File: src/rtl/csr_pkg.sv
// Shared constants and types for the machine-mode CSR block.
package csr_pkg;
    localparam logic [11:0] CSR_CYCLE        = 12'hC00;
    localparam logic [11:0] CSR_INSTRET      = 12'hC02;
    localparam logic [11:0] CSR_CYCLEH       = 12'hC80;
    localparam logic [11:0] CSR_INSTRETH     = 12'hC82;
    localparam logic [11:0] CSR_SCRATCH_BASE = 12'h7C0;

    typedef enum logic [2:0] {
        OP_RW  = 3'b001,
        OP_RS  = 3'b010,
        OP_RC  = 3'b011,
        OP_RWI = 3'b101,
        OP_RSI = 3'b110,
        OP_RCI = 3'b111
    } csr_op_e;

    typedef enum logic {
        TH_IDLE    = 1'b0,
        TH_PENDING = 1'b1
    } tohost_state_e;
endpackage

File: src/rtl/csr_counter.sv
// Free-running wrap-around counter with an enable and a preload port.
module csr_counter #(
    parameter int WIDTH = 64
) (
    input  logic             clk,
    input  logic             n_rst,
    input  logic             i_en,
    input  logic             i_ld,
    input  logic [WIDTH-1:0] i_ld_val,
    output logic [WIDTH-1:0] o_count
);
    logic [WIDTH-1:0] r_count;

    // Preload wins over increment; overflow wraps naturally to zero.
    always_ff @(posedge clk or negedge n_rst) begin
        if (!n_rst)     r_count <= '0;
        else if (i_ld)  r_count <= i_ld_val;
        else if (i_en)  r_count <= r_count + WIDTH'(1);
    end

    assign o_count = r_count;
endmodule

File: src/rtl/csr_unit.sv
// Zicsr execute-stage unit: scratch CSRs, cycle/instret counters and a
// tohost mailbox that stalls the pipeline while a message is unacknowledged.
module csr_unit
    import csr_pkg::*;
#(
    parameter int          XLEN        = 32,
    parameter int          NUM_SCRATCH = 4,
    parameter int          CNT_WIDTH   = 64,
    parameter logic [11:0] TOHOST_ADDR = 12'h51E
) (
    input  logic            clk,
    input  logic            n_rst,
    input  logic            csr_en,
    input  logic [2:0]      funct3,
    input  logic [11:0]     csr_addr,
    input  logic [4:0]      rs1_idx,
    input  logic [XLEN-1:0] rs1_data,
    input  logic            retire,
    input  logic            tohost_ack,
    output logic [XLEN-1:0] csr_rdata,
    output logic            csr_illegal,
    output logic            csr_stall,
    output logic            tohost_valid,
    output logic [XLEN-1:0] tohost_data
);
    localparam bit HAS_HI = CNT_WIDTH > XLEN;

    logic [CNT_WIDTH-1:0] w_cycle, w_instret;
    logic [2*XLEN-1:0]    w_cycle_ext, w_instret_ext;
    // Preload hook for instret; tied off in the design, overridable from a bench.
    logic                 w_instret_ld;
    logic [CNT_WIDTH-1:0] w_instret_ld_val;

    assign w_instret_ld     = 1'b0;
    assign w_instret_ld_val = '0;

    csr_counter #(.WIDTH(CNT_WIDTH)) u_cycle (
        .clk(clk), .n_rst(n_rst), .i_en(1'b1), .i_ld(1'b0), .i_ld_val('0), .o_count(w_cycle)
    );
    csr_counter #(.WIDTH(CNT_WIDTH)) u_instret (
        .clk(clk), .n_rst(n_rst), .i_en(retire), .i_ld(w_instret_ld),
        .i_ld_val(w_instret_ld_val), .o_count(w_instret)
    );

    assign w_cycle_ext   = (2*XLEN)'(w_cycle);
    assign w_instret_ext = (2*XLEN)'(w_instret);

    logic [NUM_SCRATCH-1:0][XLEN-1:0] r_scratch;
    tohost_state_e   r_th_state, w_th_state_nxt;
    logic [XLEN-1:0] r_th_data, w_th_data_nxt;

    logic            w_bad_f3, w_wr_try, w_is_scratch, w_is_tohost;
    logic            w_mapped, w_ro, w_illegal, w_stall, w_commit;
    logic [3:0]      w_scr_idx;
    logic [XLEN-1:0] w_src, w_old, w_new;

    assign w_bad_f3     = (funct3[1:0] == 2'b00);
    assign w_src        = funct3[2] ? XLEN'(rs1_idx) : rs1_data;
    // RW/RWI always write; set/clear forms only with a nonzero rs1/uimm field.
    assign w_wr_try     = (funct3[1:0] == 2'b01) || (rs1_idx != 5'd0);
    assign w_scr_idx    = csr_addr[3:0];
    assign w_is_scratch = (csr_addr[11:4] == CSR_SCRATCH_BASE[11:4]) &&
                          ({1'b0, w_scr_idx} < 5'(NUM_SCRATCH));
    assign w_is_tohost  = (csr_addr == TOHOST_ADDR);

    always_comb begin
        w_old    = '0;
        w_mapped = 1'b1;
        w_ro     = 1'b1;
        if (w_is_scratch) begin
            w_ro = 1'b0;
            for (int i = 0; i < NUM_SCRATCH; i++)
                if (w_scr_idx == 4'(i)) w_old = r_scratch[i];
        end else if (w_is_tohost) begin
            w_ro  = 1'b0;
            w_old = r_th_data;
        end else begin
            case (csr_addr)
                CSR_CYCLE:    w_old = w_cycle_ext[XLEN-1:0];
                CSR_INSTRET:  w_old = w_instret_ext[XLEN-1:0];
                CSR_CYCLEH:   if (HAS_HI) w_old = w_cycle_ext[2*XLEN-1:XLEN];   else w_mapped = 1'b0;
                CSR_INSTRETH: if (HAS_HI) w_old = w_instret_ext[2*XLEN-1:XLEN]; else w_mapped = 1'b0;
                default:      w_mapped = 1'b0;
            endcase
        end
    end

    always_comb begin
        case (funct3[1:0])
            2'b10:   w_new = w_old | w_src;
            2'b11:   w_new = w_old & ~w_src;
            default: w_new = w_src;
        endcase
    end

    assign w_illegal = csr_en & (w_bad_f3 | ~w_mapped | (w_wr_try & w_ro));
    assign w_stall   = csr_en & w_is_tohost & w_wr_try & (r_th_state == TH_PENDING);
    assign w_commit  = csr_en & ~w_illegal & w_wr_try & ~w_stall;

    always_ff @(posedge clk or negedge n_rst) begin
        if (!n_rst) begin
            r_scratch <= '0;
        end else if (w_commit && w_is_scratch) begin
            for (int i = 0; i < NUM_SCRATCH; i++)
                if (w_scr_idx == 4'(i)) r_scratch[i] <= w_new;
        end
    end

    always_ff @(posedge clk or negedge n_rst) begin
        if (!n_rst) begin
            r_th_state <= TH_IDLE;
            r_th_data  <= '0;
        end else begin
            r_th_state <= w_th_state_nxt;
            r_th_data  <= w_th_data_nxt;
        end
    end

    // A write while PENDING is stalled, so commits only ever arrive in IDLE.
    always_comb begin
        w_th_state_nxt = r_th_state;
        w_th_data_nxt  = r_th_data;
        case (r_th_state)
            TH_IDLE: begin
                if (w_commit && w_is_tohost) begin
                    w_th_data_nxt = w_new;
                    if (w_new != '0) w_th_state_nxt = TH_PENDING;
                end
            end
            TH_PENDING: begin
                if (tohost_ack) begin
                    w_th_state_nxt = TH_IDLE;
                    w_th_data_nxt  = '0;
                end
            end
            default: w_th_state_nxt = TH_IDLE;
        endcase
    end

    assign csr_rdata    = (csr_en && !w_illegal) ? w_old : '0;
    assign csr_illegal  = w_illegal;
    assign csr_stall    = w_stall;
    assign tohost_valid = (r_th_state == TH_PENDING);
    assign tohost_data  = r_th_data;
endmodule

File: config.mk
export PLATFORM = sky130hd
export DESIGN_NAME = csr_unit
export DESIGN_NICKNAME = d
export VERILOG_FILES = /design/src/rtl/csr_pkg.sv /design/src/rtl/csr_counter.sv /design/src/rtl/csr_unit.sv
export SDC_FILE = /design/constraint.sdc
export NUM_CORES = 1
export LEC_CHECK = 0
export BUFFER_PORTS_ARGS = -buffer_cell sky130_fd_sc_hd__buf_2
export CORE_MARGIN = 1
export CORE_UTILIZATION = 45
export DETAILED_ROUTE_END_ITERATION = 10
export SYNTH_ARGS = -nofsm -noshare
export SYNTH_HDL_FRONTEND = slang
export SYNTH_SLANG_ARGS = --single-unit
File: constraint.sdc
create_clock -name clk -period 4.1 [get_ports clk]
set_input_delay 0.41 -clock clk [delete_from_list [all_inputs] [get_ports clk]]
set_output_delay 0.41 -clock clk [all_outputs]
set_load 0.02 [all_outputs]
==> impl_metrics.env <==
export IMPL_synthesis_nets=1524
export IMPL_power_total_w=0.00632
export IMPL_vdd_drop_max_v=0.000238
export IMPL_grt_max_degree=125
export IMPL_die_w_um=183
export IMPL_synth_top_area_share_pct=49.0
export IMPL_cts_tree="yes"
export IMPL_crit_start="csr_addr[6]"
export IMPL_ys_seq_area_share_pct=49.0
export IMPL_grt_pass1_wl_mm=72.9
export IMPL_cts_max_level=2
export IMPL_cts_buffers=34
export IMPL_fin_ws_ps=544
export IMPL_grtUsageTotal_pct=28.8
export IMPL_ys_ff_latch=289
export IMPL_num_rows=65
export IMPL_crit_required_ps=3690
export IMPL_crit_type="input pin to primary output"
export IMPL_ctsHoldBuffers=0
export IMPL_cts_setup_buffers=0
export IMPL_dp_hpwl_mm=33.1
export IMPL_synth_area_um2=14700
export IMPL_synth_flop_cell="dfrtp_1"
export IMPL_drc=0
export IMPL_cp_arrival_ps=3150
export IMPL_hold_path_class="input pin to asynchronous set/reset pin"
export IMPL_overflow=0
export IMPL_min_period_over_period_pct=86.7
export IMPL_n_antenna_cell=0
export IMPL_tns_ps=0
export IMPL_clk_pin_slew_worst_paths_ps=60
export IMPL_ioPinCount=124
export IMPL_initial_core_util_pct=46.3
export IMPL_fmax_mhz=281
export IMPL_cp_slowest_cell="and3_1"
export IMPL_synthArstFlopShare_pct=100
export IMPL_firstDrtPassIters=5
export IMPL_relSlewSlack_pct=31.8
export IMPL_antenna_found_initial=0
export IMPL_cts_sinks=289
export IMPL_grt_pass1_vias=11600
export IMPL_core_area_um2=31900
export IMPL_rsz0062_at_grt="no"
export IMPL_root_buffer="clkbuf_16"
export IMPL_critPathMaxStageDelay_ps=560
export IMPL_place_inst=1983
export IMPL_ctsResizeCount=0
export IMPL_fin_nets=1643
export IMPL_p_per_area_nw_per_um2=372
export IMPL_layout_drive_gt1_share_pct=18.2
export IMPL_slew_viol_final=0
export IMPL_dp_slack_ps=427
export IMPL_leakage_nw=7.67
export IMPL_synth_most_common_cell="dfrtp_1"
export IMPL_synth_edf_count=0
export IMPL_routed_wl_mm=46.9
export IMPL_yosys_top_cells_area="dfrtp_1, nand2_1, mux4_2"
export IMPL_end_kind="primary output"
export IMPL_ant_nets=0
export IMPL_r2r_start="u_instret.o_count[5]"
export IMPL_status="completed"
export IMPL_die_h_um=183
export IMPL_tightest_slew_ps=1020
export IMPL_crit_path_start_kind="input pin"
export IMPL_fp_dieArea_um2=33500
export IMPL_netlist_instances=1465
export IMPL_cp_cell_sequence="buf_2 > nor4_1 > buf_4 > and3_1 > a211oi_1 > nor2_2 > nand2_1 > buf_4 > a31oi_1 > buf_2"
export IMPL_syn_to_final_growth_pct=15.2
export IMPL_syn_avg_cell_area_um2=10.1
export IMPL_routedWlPerCell_um=23.0
export IMPL_clk_path_buf_depth=3
export IMPL_drv_cap=0
export IMPL_finalWeightedCongestion=0.936
export IMPL_port_buffer_count=123
export IMPL_synthDistinctLibCells=79
export IMPL_stdcell_count=2042
export IMPL_cp_top_family="simple AND/OR/NAND/NOR gates"
export IMPL_first_iter_violations=1477
export IMPL_setup_viol=0
export IMPL_routed_via_density=5.97
export IMPL_hold_viol_final=0
export IMPL_post_route_util_pct=53.3
export IMPL_post_route_min_period_ps=3560
export IMPL_insertion_delay_ps=520
export IMPL_yosys_warnings=0
export IMPL_synth_top_cell_by_area="dfrtp_1"
export IMPL_clock_skew_ps=21.5
export IMPL_cp_num_buf_inv=4
export IMPL_ys_top_cells_by_count="dfrtp_1, nand2_1, o21ai_0, nor2_1, xnor2_1"
export IMPL_path_max_fanout=15
export IMPL_vias=12200
-- placed cells by master (no fill, tap or decap), types with 34 or more instances in the layout --
cell type,instances
dfrtp_1,289
nand2_1,266
o21ai_0,149
buf_2,122
nor2_1,92
xnor2_1,88
nand3_1,46
mux4_2,41
buf_4,41
a21oi_1,38
xor2_1,37
mux2i_1,37
clkbuf_16,34
-- flip-flops by register name (all words and copies together) (netlist names) --
name / flops
r_scratch: 128
tohost_data: 32
tohost_valid: 1
u_cycle.o_count: 64
u_instret.o_count: 64
-- path summary, 6_finish.rpt --
check                                        end  slack [ps]  depth (start not counted)
hold reg to reg                   r_scratch[112]         480                          2
hold / removal             u_instret.o_count[39]          20                          1
max in group asynchronous         tohost_data[8]        3030                          2
setup / recovery                   csr_rdata[18]         540                         10
min in group clk            u_instret.o_count[0]         130                          2
setup reg to reg                    tohost_valid        1110                          8
-- area by class of cell --
class	count	area [µm²]
inverter	12	45.0
sequential	289	7230
clock inverter	13	136
multi-input combinational	1079	7080
fill	2981	14900
tap	435	544
timing repair buffer	168	1010
clock buffer	46	946
-- layer usage --
metal / part of all wire (%) / global-route usage, % / vias up
met1: 45 / 43.0 / 6053
met3: 7.7 / 4.07 / 96
met4: 2.9 / 8.77 / 0
met2: 44 / 43.5 / 590
li1: - / - / 5456
met5: 0 / 0 / -
-- worst register-to-register path: cells and delay by family, from the launching register on --
family             cells  cell delay (ps)
AOI/OAI and AO/OA      3              910
muxes                  1              510
DFF                    1              440
and+or+nand+nor        4              990
-- through the flow --
stage                     hold WS (ps)  instance area (µm²)
after global placement             455                15900
after global routing               102                17000
final                             23.7                17000
after CTS                         58.9                17000
after floorplan                    114                14700
after detailed placement           464                15900
-- report_power, final --
group	switching (W)	total (W)	internal [W]
registers	0.0000510	0.00294	0.00289
clock network	0.00122	0.00297	0.00175
logic	0.000265	0.000404	0.000139
total	0.00154	0.00632	0.00478
-- kinds of logic (layout without fill, tap and decap cells) --
group	count (synthesis)	after routing	share of synthesized area, %
XOR/XNOR	125	125	7.42
AO/OA/AOI/OAI	305	305	12.7
buffers and inverters	97	239	3.05
adder cells (fa/ha/maj)	2	2	0.170
multiplexers	83	83	9.15
flip-flops	289	289	49.0
AND/OR/NAND/NOR	564	564	18.5
(Power assumes the default switching activity.)
